`config.mk`:
```
export PLATFORM = sky130hd
export DESIGN_NAME = audio_spi_framer
export DESIGN_NICKNAME = d
export VERILOG_FILES = /design/src/rtl/audio_spi_pkg.sv /design/src/rtl/spi_sclk_div.sv /design/src/rtl/audio_spi_framer.sv
export SDC_FILE = /design/constraint.sdc
export NUM_CORES = 1
export LEC_CHECK = 0
export ABC_AREA = 1
export CORE_ASPECT_RATIO = 2
export CORE_MARGIN = 2
export CORE_UTILIZATION = 40
export CTS_CLUSTER_SIZE = 20
export DETAILED_ROUTE_END_ITERATION = 8
export MAX_ROUTING_LAYER = met4
export PLACE_DENSITY = 0.67
export SYNTH_ARGS = -nofsm -noshare
export SYNTH_HDL_FRONTEND = slang
export SYNTH_HIERARCHICAL = 1
export SYNTH_SLANG_ARGS = --single-unit
```
`constraint.sdc`:
```
create_clock -name wb_clk_i -period 1.81 [get_ports wb_clk_i]
set_input_delay 0.362 -clock wb_clk_i [delete_from_list [all_inputs] [get_ports wb_clk_i]]
set_output_delay 0.362 -clock wb_clk_i [all_outputs]
set_load 0.05 [all_outputs]
```
`src/rtl/audio_spi_pkg.sv`:
```
// rtl/audio_spi_pkg.sv - state encoding and default sizing shared by the audio SPI framer files
package audio_spi_pkg;

   localparam int DEF_DATA_W  = 16;
   localparam int DEF_CLK_DIV = 4;

   typedef enum logic [1:0] {
      ST_IDLE  = 2'd0,
      ST_SETUP = 2'd1,
      ST_SHIFT = 2'd2,
      ST_HOLD  = 2'd3
   } state_e;

endpackage

```
`src/rtl/spi_sclk_div.sv`:
```
// rtl/spi_sclk_div.sv - SCLK half-period counter with rise/fall strobes for the audio SPI framer
import audio_spi_pkg::*;

module spi_sclk_div #(
   parameter int CLK_DIV = DEF_CLK_DIV
) (
   input  logic clk,
   input  logic rst,
   input  logic en_i,
   input  logic rise_ok_i,
   output logic sclk_o,
   output logic half_end_o,
   output logic rise_o,
   output logic fall_o
);

   localparam logic [7:0] LAST_CNT = 8'(CLK_DIV - 1);

   logic [7:0] cnt_q, cnt_d;
   logic       sclk_q, sclk_d;

   // The counter free-runs across SETUP/SHIFT/HOLD so every phase is CLK_DIV cycles long
   always_comb begin
      half_end_o = en_i && (cnt_q == LAST_CNT);
      rise_o     = half_end_o && !sclk_q && rise_ok_i;
      fall_o     = half_end_o && sclk_q;
      cnt_d      = cnt_q + 8'd1;
      sclk_d     = sclk_q;
      if (!en_i || half_end_o) begin
         cnt_d = '0;
      end
      if (rise_o) begin
         sclk_d = 1'b1;
      end else if (fall_o) begin
         sclk_d = 1'b0;
      end
   end

   always_ff @(posedge clk) begin
      if (rst) begin
         cnt_q  <= '0;
         sclk_q <= 1'b0;
      end else begin
         cnt_q  <= cnt_d;
         sclk_q <= sclk_d;
      end
   end

   assign sclk_o = sclk_q;

endmodule

```
`src/rtl/audio_spi_framer.sv`:
```
// rtl/audio_spi_framer.sv - SPI mode 0 framer moving one DAC word out and one ADC word in per tick
// Define AUDIO_SPI_MISO_SYNC_EN to add a two-flop MISO synchronizer (requires CLK_DIV >= 3).
import audio_spi_pkg::*;

module audio_spi_framer #(
   parameter int CLK_DIV = DEF_CLK_DIV,
   parameter int DATA_W  = DEF_DATA_W
) (
   input  logic              wb_clk_i,
   input  logic              wb_rst_i,
   input  logic              sample_tick_i,
   input  logic [DATA_W-1:0] dac_data_i,
   output logic [DATA_W-1:0] adc_data_o,
   output logic              adc_valid_o,
   output logic              busy_o,
   output logic              overrun_o,
   output logic              sclk_o,
   output logic              mosi_o,
   output logic              cs_n_o,
   input  logic              miso_i
);

   localparam int            CW       = $clog2(DATA_W + 1);
   localparam logic [CW-1:0] LAST_BIT = CW'(DATA_W);

   state_e            state_q, state_d;
   logic [DATA_W-1:0] tx_q, tx_d, rx_q, rx_d, adc_q, adc_d;
   logic [CW-1:0]     bit_q, bit_d;
   logic              valid_q, valid_d, ovr_q, ovr_d;
   logic              half_end, rise, fall, sclk, rise_ok, active, cap, miso_s;

   assign active  = (state_q == ST_SETUP) || (state_q == ST_SHIFT);
   assign rise_ok = (state_q == ST_SETUP) || ((state_q == ST_SHIFT) && (bit_q != LAST_BIT));

   spi_sclk_div #(.CLK_DIV(CLK_DIV)) u_sclk_div (
      .clk        (wb_clk_i),
      .rst        (wb_rst_i),
      .en_i       (state_q != ST_IDLE),
      .rise_ok_i  (rise_ok),
      .sclk_o     (sclk),
      .half_end_o (half_end),
      .rise_o     (rise),
      .fall_o     (fall)
   );

`ifdef AUDIO_SPI_MISO_SYNC_EN
   // Capture is delayed to line up with the synchronizer output two cycles after the rise
   logic [1:0] sync_q, sync_d, rise_pipe_q, rise_pipe_d;

   always_comb begin
      sync_d      = {sync_q[0], miso_i};
      rise_pipe_d = {rise_pipe_q[0], rise};
   end

   always_ff @(posedge wb_clk_i) begin
      if (wb_rst_i) begin
         sync_q      <= '0;
         rise_pipe_q <= '0;
      end else begin
         sync_q      <= sync_d;
         rise_pipe_q <= rise_pipe_d;
      end
   end

   assign miso_s = sync_q[1];
   assign cap    = rise_pipe_q[1];
`else
   assign miso_s = miso_i;
   assign cap    = rise;
`endif

   always_comb begin
      state_d = state_q;
      tx_d    = tx_q;
      rx_d    = rx_q;
      bit_d   = bit_q;
      adc_d   = adc_q;
      valid_d = 1'b0;
      ovr_d   = sample_tick_i && (state_q != ST_IDLE);
      if (cap) begin
         rx_d = {rx_q[DATA_W-2:0], miso_s};
      end
      case (state_q)
         ST_IDLE: begin
            if (sample_tick_i) begin
               state_d = ST_SETUP;
               tx_d    = dac_data_i;
               bit_d   = '0;
            end
         end
         ST_SETUP: begin
            if (half_end) begin
               state_d = ST_SHIFT;
            end
         end
         ST_SHIFT: begin
            if (fall) begin
               tx_d  = {tx_q[DATA_W-2:0], 1'b0};
               bit_d = bit_q + CW'(1);
            end
            // bit_q reaches DATA_W on the last fall; the frame ends after that low phase
            if (half_end && !sclk && (bit_q == LAST_BIT)) begin
               state_d = ST_HOLD;
               adc_d   = rx_q;
               valid_d = 1'b1;
            end
         end
         ST_HOLD: begin
            if (half_end) begin
               state_d = ST_IDLE;
            end
         end
         default: state_d = ST_IDLE;
      endcase
   end

   always_ff @(posedge wb_clk_i) begin
      if (wb_rst_i) begin
         state_q <= ST_IDLE;
         tx_q    <= '0;
         rx_q    <= '0;
         bit_q   <= '0;
         adc_q   <= '0;
         valid_q <= 1'b0;
         ovr_q   <= 1'b0;
      end else begin
         state_q <= state_d;
         tx_q    <= tx_d;
         rx_q    <= rx_d;
         bit_q   <= bit_d;
         adc_q   <= adc_d;
         valid_q <= valid_d;
         ovr_q   <= ovr_d;
      end
   end

   assign busy_o      = (state_q != ST_IDLE);
   assign cs_n_o      = !active;
   assign mosi_o      = active && tx_q[DATA_W-1];
   assign sclk_o      = sclk;
   assign adc_data_o  = adc_q;
   assign adc_valid_o = valid_q;
   assign overrun_o   = ovr_q;

endmodule

```
==> impl_metrics.ini, run 1 <==
[timing]
period_share_pct = 98.31
min_period_ps = 1779
relSlewSlack_pct = 66.71
hold_viol_final = 0
rsz0062_at_grt = yes
finClkSkew_ps = 5.503
holdWs_ps = 463.8
drv_slew = 0
fin_ws_ps = 30.51
setup_viol = 0
worst_pin_slew_ps = 498.5
fmax_ghz = 0.5620

[setup_path]
timing.critical_path.to = adc_valid_o
worstPathCellList = clkdlybuf4s50_1
path_max_fanout = 1
crit_arrival_ps = 1420
cp_top_family = buffers and inverters
worstSetupPathType = reg -> out
required_ps = 1450
path_depth = 1
r2r-start = u_sclk_div/cnt_q[1]$_SDFF_PP0_
crit_path_max_incr_delay_ps = 790
worst_setup_path_start_kind = flop
r2r_cells = 12
rrSetupSlack_ps = 70
r2r_end = adc_data_o[5]$_SDFFE_PP0P_
crit_buf_inv = 1
cp-end-kind = primary output
crit_start = adc_valid_o$_SDFF_PP0_
worst_path_max_delay_cell = clkdlybuf4s50_1

[power]
switching_power_mw = 1.623
power_frac_seq_pct = 34.8
ir_worst_vdd_mv = 0.8637
p_leak_nw = 1.872
clockPowerShare_pct = 34.8
comb_power_share_pct = 30.4
swShare_pct = 32.57
intPower_mw = 3.362
power.density_mw_per_mm2 = 1278

[synthesis]
synthSimpleGateAreaFrac_pct = 30.92
netlist_instances = 399
synth_fa_ha_area_share_pct = 3.441
synth_seq_cells = 66
synth_xor_area_share_pct = 1.505
yosys_warnings = 6
ys_seq_area_share_pct = 45.42
synth_area_sq_mm = 0.002909
synth_top_family_by_area = simple AND/OR/NAND/NOR gates
syn_area_per_cell_sq_um = 7.291
synth_compound_gate_area_share_pct = 10.97
post_synth_num_cell_types = 28
synth_nets = 427
muxShareOfSynthArea_pct = 0

[drt]
wl_per_cell_um = 11.06
drt-vias-per-instance = 4.672
drt_first_pass_iters = 4
drt-initial-drc-count = 175
postRouteAntennaNets = 0
drt-total-wl_um = 6139
vias = 2593
post-route-drc-count = 0

[die]
fp.dieW_um = 64.30
start_util_pct = 40.65
dieArea_sq_mm = 0.008012
fp.coreArea_sq_mm = 0.007157
die_y_um = 124.6
rows = 44
io_pins = 42

[placed_design]
gp_congestion = 0.7961
dpl_worst_slack_ps = 69.09
port_buffers = 41
post-dp-hpwl_um = 4000
place_area_sq_mm = 0.003507

[cells_and_area]
finalNetCount = 486
fin_area_sq_mm = 0.003901
n_antenna_cell = 0
drive_above_1_share_pct = 23.54
post-route-util_pct = 54.51
syn_to_final_growth_pct = 34.11

[clock_tree]
cts_root_buffer = clkbuf_16
cts_sinks = 66
clk_latency_ps = 330
numCtsBuffers = 9
clockBufferDepth = 2
path_clk_slew_ps = 50
hold_buffers = 0
cts_tree = done
htree_num_levels = 3

[global_route]
grt_usage_pct = 16.53
grt_pass1_vias = 2409
antenna_found_initial = 0
grt_max_degree = 35
grt_pass1_wl_um = 10240
grt-ovfl-total = 0

[run_status]
status = finished, final reports clean

[flow_run]
cap_violations = 0

[hold_path]
hold_class = reg -> reg
cell type report:
class,instances,area (sq um)
Clock inverter,6,65.06
Tap cell,92,115.1
Inverter,35,145.1
Fill cell,680,3256
Sequential cell,66,1333
Multi-Input combinational cell,283,1409
Timing Repair Buffer,63,595.6
Clock buffer,10,239.0
worst min-delay path: cells and delay by family, from the launching register on:
family	cells	cell delay [ps]
and+or+nand+nor	1	60
DFF	1	310
AOI/OAI and AO/OA	1	50
cells in the mapped netlist:
master | n | area [sq um]
a21oi_1 | 11 | 55.05
buf_1 | 2 | 7.510
buf_2 | 2 | 10.01
buf_4 | 2 | 15.01
buf_6 | 3 | 33.78
clkbuf_1 | 6 | 22.52
dfxtp_1 | 66 | 1321
ha_1 | 8 | 100.1
inv_1 | 31 | 116.4
inv_2 | 2 | 7.510
inv_4 | 2 | 12.51
nand2_1 | 74 | 277.8
nand2_2 | 4 | 25.02
nand2_4 | 1 | 11.26
nand3_1 | 8 | 40.04
nand3_2 | 3 | 30.03
nand3b_1 | 1 | 7.510
nand4_1 | 3 | 18.77
nor2_1 | 97 | 364.1
nor2_2 | 12 | 75.07
nor2_4 | 4 | 45.04
nor3_1 | 1 | 5.000
o21ai_0 | 45 | 225.2
o21ai_1 | 4 | 20.02
o21bai_1 | 1 | 7.510
o21bai_2 | 1 | 11.26
xnor2_1 | 1 | 8.760
xor2_1 | 4 | 35.03
placed cells by master, fill, tap and decap left out, drive strengths merged:
cell type / n
o21ai: 49
buf: 42
nand3b: 1
xor2: 4
nor3: 1
dfxtp: 66
inv: 35
o21bai: 2
clkdlybuf4s50: 20
nand3: 11
nand2: 79
nand4: 3
a21oi: 11
xnor2: 1
clkinv: 3
clkbuf: 10
bufinv: 1
ha: 8
nor2: 113
dlymetal6s2s: 1
clkinvlp: 2
metrics by stage:
step                power (mW)  instances  TNS (ps)
finish                   4.985        555         0
global route             5.302        555    -998.4
CTS                      5.013        550         0
detailed placement       3.245        534         0
global placement         3.226        534         0
floorplan                2.768        399         0
logic make-up (layout without fill, tap and decap cells):
family / count (synthesis) / in the layout
xor gates and xnor gates: 5 / 5
AOI/OAI and AO/OA: 62 / 62
and+or+nand+nor: 208 / 208
buffers and inverters: 50 / 114
adders and majority gates: 8 / 8
DFF: 66 / 66
power by group through the flow:
stage,Combinational (mW),Clock [mW],Sequential (mW)
after global placement,1.47,0,1.75
final,1.52,1.74,1.73
after CTS,1.50,1.79,1.72
after floorplan,1.02,0,1.75
after global routing,1.69,1.86,1.75
after detailed placement,1.49,0,1.75
worst min path at each step:
stage	startpoint	to	slack (ps)	cells after the start
after floorplan	u_sclk_div/cnt_q[0]$_SDFF_PP0_	u_sclk_div/cnt_q[0]$_SDFF_PP0_	430	1
after global routing	tx_q[0]$_SDFFE_PP0P_	tx_q[0]$_SDFFE_PP0P_	470	2
after detailed placement	tx_q[0]$_SDFFE_PP0P_	tx_q[0]$_SDFFE_PP0P_	450	2
after CTS	tx_q[0]$_SDFFE_PP0P_	tx_q[0]$_SDFFE_PP0P_	460	2
after global placement	tx_q[0]$_SDFFE_PP0P_	tx_q[0]$_SDFFE_PP0P_	450	2
final	tx_q[0]$_SDFFE_PP0P_	tx_q[0]$_SDFFE_PP0P_	460	2
timing repair:
item                       in CTS  in global routing
setup endpoints to repair       0                 49
setup buffers                   0                  4
gates resized for setup         0                 27
sequential cells by signal, summed over array words and instances (netlist names):
| register | count |
|---|---|
| adc_valid_o | 1 |
| tx_q | 16 |
| rx_q | 16 |
| overrun_o | 1 |
| u_sclk_div/cnt_q | 8 |
| bit_q | 5 |
| state_q | 2 |
| u_sclk_div/sclk_o | 1 |
| adc_data_o | 16 |
layer usage:
| metal | wire length, um | GRT usage [%] | vias up |
|---|---|---|---|
| met5 | 0 | - | - |
| met1 | 2810 | 19.58 | 1156 |
| met3 | 279 | 4.336 | 8 |
| li1 | - | - | 1367 |
| met2 | 2930 | 25.80 | 62 |
| met4 | 119 | 7.885 | 0 |
Power figures use the tool's default switching activity.
==> inputs of run 2 (changes only) <==
Settings changed: SLEW_MARGIN from default to 20.
==> results of run 2 <==
Final layout, timing and power as in run 1 (identical DEF).
==> inputs of run 3 (changes only) <==
Settings changed: CAP_MARGIN from default to 20.
==> results of run 3 <==
Final layout, timing and power as in run 1 (identical DEF).
